==> src/rtl/r4_sqrt_iter_ctrl.sv <==
// ---------------------------------------------------------------------------
// r4_sqrt_iter_ctrl
//   Sequencing controller for the radix-4 scalar fpsqrt iteration datapath.
//   An accepted operation walks INIT -> ITER x ITER_NUM -> POST -> DONE.
//   Special operands (zero/inf/nan/neg) skip straight to POST. The
//   controller also owns the {a0,a2,a3,a4} select register that feeds the
//   QDS constants generator (r4_qds_cg).
//
// Ports
//   clk, rst           clock, asynchronous active-high reset
//   start_valid_i/     operation request handshake
//   start_ready_o
//   early_finish_i     special operand, sampled only on the start handshake
//   flush_i            synchronous abort back to IDLE
//   root_msb_i         {a0,a2,a3,a4} from the partial-root register
//   cg_sel_o           registered {a0,a2,a3,a4} to r4_qds_cg
//   init_o             datapath loads initial residual/root
//   iter_en_o          datapath performs one radix-4 iteration
//   iter_cnt_o         0-based index of the current iteration
//   post_en_o          datapath normalises/rounds
//   finish_valid_o/    result handshake
//   finish_ready_i
//   busy_o             controller is not idle
// ---------------------------------------------------------------------------
module r4_sqrt_iter_ctrl #(
    parameter int unsigned ITER_NUM     = 13,
    parameter int unsigned CG_UPD_ITERS = 2,
    parameter int unsigned CNT_W        = 6
) (
    input  logic             clk,
    input  logic             rst,
    input  logic             start_valid_i,
    output logic             start_ready_o,
    input  logic             early_finish_i,
    input  logic             flush_i,
    input  logic [3:0]       root_msb_i,
    output logic [3:0]       cg_sel_o,
    output logic             init_o,
    output logic             iter_en_o,
    output logic [CNT_W-1:0] iter_cnt_o,
    output logic             post_en_o,
    output logic             finish_valid_o,
    input  logic             finish_ready_i,
    output logic             busy_o
);

    typedef enum logic [2:0] {
        IDLE,
        INIT,
        ITER,
        POST,
        DONE
    } state_t;

    localparam logic [CNT_W-1:0] LAST_CNT = CNT_W'(ITER_NUM - 1);
    localparam logic [CNT_W-1:0] CG_LIM   = CNT_W'(CG_UPD_ITERS);

    state_t           state_q, state_d;
    logic [CNT_W-1:0] iter_cnt_q;
    logic [3:0]       cg_sel_q;
    logic             special_q;

    logic accept;
    logic last_iter;
    logic cg_upd;

    assign accept    = start_valid_i & start_ready_o;
    assign last_iter = (iter_cnt_q == LAST_CNT);
    assign cg_upd    = (iter_cnt_q < CG_LIM);

    // State register
    always_ff @(posedge clk or posedge rst) begin
        if (rst) begin
            state_q <= IDLE;
        end else begin
            state_q <= state_d;
        end
    end

    // Next-state logic; flush overrides every transition
    always_comb begin
        state_d = state_q;
        case (state_q)
            IDLE: if (accept) state_d = early_finish_i ? POST : INIT;
            INIT: state_d = ITER;
            ITER: if (last_iter) state_d = POST;
            POST: state_d = DONE;
            DONE: if (finish_ready_i) state_d = IDLE;
            default: state_d = IDLE;
        endcase
        if (flush_i) begin
            state_d = IDLE;
        end
    end

    // Iteration counter, QDS select and special-operand flag.
    // cg_sel deliberately holds across a flush so the constants generator
    // keeps a stable input while the datapath is being aborted.
    always_ff @(posedge clk or posedge rst) begin
        if (rst) begin
            iter_cnt_q <= '0;
            cg_sel_q   <= '0;
            special_q  <= 1'b0;
        end else if (flush_i) begin
            iter_cnt_q <= '0;
            special_q  <= 1'b0;
        end else begin
            if (accept) begin
                special_q <= early_finish_i;
            end
            case (state_q)
                INIT: begin
                    cg_sel_q   <= root_msb_i;
                    iter_cnt_q <= '0;
                end
                ITER: begin
                    if (cg_upd) begin
                        cg_sel_q <= root_msb_i;
                    end
                    iter_cnt_q <= last_iter ? '0 : iter_cnt_q + CNT_W'(1);
                end
                default: ;
            endcase
        end
    end

    // Output decode: everything comes from registered state except the
    // flush term that blocks acceptance in IDLE
    always_comb begin
        start_ready_o  = 1'b0;
        init_o         = 1'b0;
        iter_en_o      = 1'b0;
        post_en_o      = 1'b0;
        finish_valid_o = 1'b0;
        case (state_q)
            IDLE: start_ready_o  = ~flush_i;
            INIT: init_o         = 1'b1;
            ITER: iter_en_o      = 1'b1;
            POST: post_en_o      = 1'b1;
            DONE: finish_valid_o = 1'b1;
            default: ;
        endcase
        busy_o = (state_q != IDLE);
    end

    assign iter_cnt_o = iter_cnt_q;
    assign cg_sel_o   = cg_sel_q;

    // A special operand never enters the iteration phases
    always_comb begin
        if (!rst) begin
            assert (!(special_q && (state_q == INIT || state_q == ITER)));
        end
    end

endmodule
==> config.mk <==
export PLATFORM = sky130hd
export DESIGN_NAME = r4_sqrt_iter_ctrl
export DESIGN_NICKNAME = d
export VERILOG_FILES = /design/src/rtl/r4_sqrt_iter_ctrl.sv
export SDC_FILE = /design/constraint.sdc
export NUM_CORES = 1
export LEC_CHECK = 0
export CORE_UTILIZATION = 40
export CTS_BUF_LIST = sky130_fd_sc_hd__clkbuf_4 sky130_fd_sc_hd__clkbuf_8
export DETAILED_ROUTE_END_ITERATION = 8
export PLACE_DENSITY = 0.83
export SETUP_SLACK_MARGIN = 0.3
export SLEW_MARGIN = 10
export SYNTH_ARGS = -nofsm -noshare
export SYNTH_HDL_FRONTEND = slang
export SYNTH_SLANG_ARGS = --single-unit
==> constraint.sdc <==
create_clock -name clk -period 4.8 [get_ports clk]
set_input_delay 0.96 -clock clk [delete_from_list [all_inputs] [get_ports clk]]
set_output_delay 0.96 -clock clk [all_outputs]
set_load 0.03 [all_outputs]
==> results of run 1 <==
-- Yosys cell counts (2+ instances only) --
library cell  instances  share of area [%]
buf_2                 2                1.3
nand2_1               6                2.9
nor3_1                2                1.3
nor4_1                2                1.6
inv_1                 6                2.9
mux2_1                2                2.9
dfrtp_1              13                 42
a21oi_1               2                1.3
mux2_2                2                2.9
ha_1                  2                3.2
or3_2                 2                1.9
nand3_1               4                2.6
o21ai_0               3                1.9
nor2_1                5                2.4
-- cells by family after synthesis --
family | Yosys count | share of synthesized area [%]
adder cells (fa/ha/maj) | 2 | 3.21
flip-flops | 13 | 41.7
buffers and inverters | 10 | 6.10
XOR/XNOR | 1 | 1.12
AND/OR/NAND/NOR | 32 | 25.7
multiplexers | 5 | 7.70
AO/OA/AOI/OAI | 15 | 14.4
-- routing by layer --
metal / up-vias / wire (um)
met3: 2 / 158
met4: 0 / 4
met2: 31 / 767
met1: 318 / 691
met5: - / 0
li1: 329 / -
-- metrics by stage --
stage	cells	setup slack, ps	area (um^2)	hold WS (ps)	total power, mW
CTS	128	1330	1070	505	0.416
floorplan	78	1980	779	539	0.268
global route	128	1290	1070	529	0.437
detailed placement	124	1330	1040	487	0.340
finish	128	1340	1070	497	0.410
global placement	124	1350	1040	469	0.335
-- state kept, by name, summed over array words and instances (netlist names) --
name / cells
iter_cnt_o: 6
cg_sel_o: 4
state_q: 3
-- how the worst min path moves through the flow --
stage / slack [ps] / endpoint
floorplan: 540 / state_q[1]$_DFFE_PP0P_
finish: 500 / cg_sel_o[3]$_DFFE_PP0P_
detailed placement: 490 / cg_sel_o[3]$_DFFE_PP0P_
global route: 530 / cg_sel_o[0]$_DFFE_PP0P_
CTS: 510 / cg_sel_o[3]$_DFFE_PP0P_
global placement: 470 / cg_sel_o[3]$_DFFE_PP0P_
-- placed cells by master (no fill, tap or decap), drive strengths merged --
cell	instances
nand2	6
mux2	5
a21oi	2
o31ai	1
nor4b	1
xor2	1
a211oi	1
and3	1
nor3b	2
o31a	1
nor2	6
nand4	1
dfrtp	13
o21ai	3
nand3	4
a22o	1
and2	1
nor3	2
nand2b	1
inv	6
nor4	3
a22oi	1
clkbuf	4
or3	3
a31oi	1
or2	1
a21o	1
ha	2
o21bai	1
a2111oi	1
o41ai	1
clkdlybuf4s50	25
-- cell type report --
cell class	instances	area (um^2)
fill	157	717
multi-input combinational	55	407
clock buffer	4	30.0
timing repair buffer	25	250
tap	25	31.3
inverter	6	22.5
sequential	13	325
-- worst max-delay path, stage by stage --
cell and delay (ps):
clkdlybuf4s50_1 590, nor4_1 240, clkdlybuf4s50_1 710
-- power by group through the flow --
stage / clock (mW) / sequential, mW / combinational, mW
floorplan: 0 / 0.186 / 0.0821
global placement: 0 / 0.155 / 0.180
detailed placement: 0 / 0.157 / 0.183
CTS: 0.0783 / 0.155 / 0.183
global route: 0.0832 / 0.158 / 0.196
finish: 0.0746 / 0.155 / 0.181
==> results_dict.tcl, run 1 <==
set metrics [dict create \
    clk_pin_slew_ps 80 \
    dieArea_um2 2130 \
    start_util_pct 43.7 \
    setup_viol 0 \
    holdBufCountCts 0 \
    yosysWarnings 0 \
    swShare_pct 37.8 \
    min_period_ps 3460 \
    post-route-period-util_pct 72.0 \
    met3_usage_pct 6.27 \
    setup.worst_path.start "flush_i" \
    fin_util_pct 59.8 \
    cts_buffer_depth 2 \
    p_int_mw 0.255 \
    first_iter_violations 16 \
    synthCells 78 \
    cts_tree "built" \
    leakage_nw 0.444 \
    hpwl_um 1180 \
    first_pass_iters 4 \
    drc 0 \
    clkPwrFrac_pct 18.2 \
    grt_util_met2_pct 26.5 \
    grt_first_pass_wirelength_um 2580 \
    htree_levels 1 \
    fmax_ghz 0.289 \
    power_density_nw_per_um2 385 \
    synth_edf_count 0 \
    timing.rr.start "state_q[0]$_DFFE_PP0P_" \
    syn_to_final_growth_pct 36.8 \
    ys_async_sr_fraction_pct 100 \
    crit_path_end_kind "output port" \
    worst-setup-path-type "primary input to output port" \
    arrival_ps 2500 \
    hold_path_startpoint "cg_sel_o[3]$_DFFE_PP0P_" \
    clock_latency_ps 280 \
    rows 15 \
    clock_sinks 13 \
    finalMaxSlewViolations 0 \
    place_congestion 0.769 \
    port_buffers 25 \
    ios 26 \
    cts_buffers 3 \
    crit_path_end "start_ready_o" \
    finClkSkew_ps 0.625 \
    worstHoldPathType "flip-flop to flip-flop" \
    tightest_slew_ps 478 \
    hold_violations 0 \
    antenna_found_initial 0 \
    cts_setup_buffers 0 \
    first_global_vias 554 \
    ys_seq_area_share_pct 41.7 \
    worstRegToRegCells 4 \
    synthFlopType "dfrtp_1" \
    grt-ovfl-total 0 \
    crit_path_start_kind "primary input" \
    comb_power_share_pct 44.1 \
    routedWlPerCell_um 12.7 \
    p_seq_share_pct 37.7 \
    outcome "finished clean" \
    dieWidth_um 46.1 \
    ant_nets 0 \
    core_area_um2 1780 \
    crit_fanout 8 \
    grtUsageTotal_pct 17.7 \
    synth_seq_cells 13 \
    num_antenna_cells 0 \
    maxSlewHeadroom_pct 67.8 \
    grt_max_degree 14 \
    post_cts_resized 0 \
    vias 680 \
    die_y_um 46.1 \
    irDropWorstVdd_uv 217 \
    wirelength_um 1620 \
    netlist_area_um2 779 \
    synthesis.nets 90 \
    tns_ps 0 \
    switching_power_mw 0.155 \
    worstPathRequired_ps 3840 \
    viasPerCell 5.31 \
    synth_cell_types 39 \
    nets 116 \
    maxCapViolCount 0 \
    met1_usage_pct 23.1 \
    reg2reg_slack_ps 3080 \
    busiest_layer "met2" \
    whs_path_depth 1 \
    worst_r2r_endpoint "iter_cnt_o[5]$_DFFE_PP0P_" \
    synth.avg_cell_area_um2 9.99 \
    rsz0062_at_grt "no" \
    cts-root-buf "clkbuf_4" \
    drive_gt1_share_pct 15.5 \
]
No activity file was read; power rests on OpenSTA's default activity.
==> run 2: changes to the inputs <==
==> constraint.sdc (replaced) <==
create_clock -name clk -period 3.2 [get_ports clk]
set_input_delay 0.64 -clock clk [delete_from_list [all_inputs] [get_ports clk]]
set_output_delay 0.64 -clock clk [all_outputs]
set_load 0.03 [all_outputs]
==> results_dict.tcl, run 2 (synthesis results as in run 1) <==
set metrics [dict create \
    outcome "finished clean" \
    crit_slowest_cell "clkdlybuf4s50_1" \
    crit_path_cell_trace "clkdlybuf4s50_1 -> nor4_1 -> clkdlybuf4s50_1" \
    place_inst 125 \
    clkPwrFrac_pct 17.7 \
    maxCapViolCount 0 \
    crit_path_start_kind "primary input" \
    place_congestion 0.758 \
    final_common_cell "clkdlybuf4s50_1" \
    first_iter_violations 16 \
    drc 0 \
    holdBufCountCts 0 \
    fmax_ghz 0.385 \
    dieWidth_um 46.1 \
    ios 26 \
    finalMaxSlewViolations 0 \
    clock_sinks 13 \
    leakage_nw 0.449 \
    vias 669 \
    min_period_ps 2600 \
    cts-root-buf "clkbuf_4" \
    routedWlPerCell_um 13.3 \
    finClkSkew_ps 0.883 \
    cpPeakStageDelay_ps 720 \
    wirelength_um 1720 \
    antenna_found_initial 0 \
    worstPathRequired_ps 2560 \
    fin_ws_ps 604 \
    multi_input_area_um2 407 \
    worst-setup-path-type "primary input to output port" \
    htree_levels 1 \
    final_cells 129 \
    fin_util_pct 60.2 \
    wl_met1_um 746 \
    dr_wl_met3_um 114 \
    grt-ovfl-total 0 \
    cts_buffers 3 \
    cts_tree "built" \
    top_layer_used "met3" \
    wl_met2_um 858 \
    p_seq_share_pct 37.5 \
    grtUsageTotal_pct 18.3 \
    nets 117 \
    swShare_pct 37.5 \
    start_util_pct 43.7 \
    num_antenna_cells 0 \
    grt_max_degree 14 \
    drive_gt1_share_pct 16.3 \
    final_cell_mix "25 x clkdlybuf4s50_1, 13 x dfrtp_1, 6 x inv_1, 6 x nand2_1, 5 x nor2_1" \
    grt_first_pass_wirelength_um 2830 \
    rows 15 \
    crit_fanout 2 \
    first_global_vias 670 \
    irDropWorstVdd_uv 333 \
    comb_power_share_pct 44.7 \
    crit_path_end_kind "output port" \
    rsz0062_at_grt "no" \
    switching_power_mw 0.230 \
    tightest_slew_ps 489 \
    arrival_ps 1960 \
    clock_latency_ps 270 \
    clk_pin_slew_ps 80 \
    first_pass_iters 4 \
    pre_cts_slack_ps 589 \
    cts_setup_buffers 0 \
    cpMostUsedCell "clkdlybuf4s50_1" \
    cts_buffer_depth 2 \
    viasPerCell 5.19 \
    tns_ps 0 \
    hpwl_um 1260 \
    hold_violations 0 \
    die_y_um 46.1 \
    worstHoldPathType "flip-flop to flip-flop" \
    n_fill_cell 164 \
    p_int_mw 0.383 \
    ant_nets 0 \
    dieArea_um2 2130 \
    maxSlewHeadroom_pct 67.4 \
    port_buffers 25 \
    ff_latch_area_um2 325 \
    p_total_mw 0.614 \
    setup_viol 0 \
    largest_reg_flops 6 \
    core_area_um2 1780 \
    post_cts_resized 0 \
    power_density_nw_per_um2 572 \
    post-route-period-util_pct 81.1 \
    syn_to_final_growth_pct 37.7 \
]
[run 2: worst paths after layout]
path,from,end,cells after the start,slack (ps)
min reg2reg,cg_sel_o[3]$_DFFE_PP0P_,cg_sel_o[3]$_DFFE_PP0P_,1,490
max reg2reg,state_q[0]$_DFFE_PP0P_,iter_cnt_o[5]$_DFFE_PP0P_,4,1470
min,cg_sel_o[3]$_DFFE_PP0P_,cg_sel_o[3]$_DFFE_PP0P_,1,490
max,flush_i,start_ready_o,3,600
max in group asynchronous,rst,state_q[0]$_DFFE_PP0P_,2,2190
min in group asynchronous,rst,cg_sel_o[0]$_DFFE_PP0P_,2,690
[run 2: metrics by stage]
stage / hold slack [ps] / area [um^2]
final: 488 / 1070
after detailed placement: 476 / 1040
after global placement: 468 / 1040
after CTS: 493 / 1070
after floorplan: 517 / 779
after global routing: 525 / 1070
[run 2: cell type report]
type | instances | area share, %
Inverter | 6 | 2.10
Sequential cell | 13 | 30.3
Tap cell | 25 | 2.91
Timing Repair Buffer | 26 | 24.0
Clock buffer | 4 | 2.80
Multi-Input combinational cell | 55 | 37.9
[run 2: power groups by stage]
stage	sequential [mW]	combinational (mW)	clock [mW]
finish	0.230	0.275	0.109
global route	0.236	0.296	0.117
CTS	0.232	0.277	0.110
detailed placement	0.235	0.275	0
global placement	0.231	0.270	0
floorplan	0.278	0.123	0
[run 2: per-layer routing]
metal  vias up  GRT usage, %
li1        336             -
met3         0          6.27
met4         0          3.53
met5         -             0
met2        25          30.7
met1       308          22.6
[run 2: critical path: cells and delay by family]
kind,cells,cell delay [ps]
buffers and inverters,2,1140
AND/OR/NAND/NOR,1,180
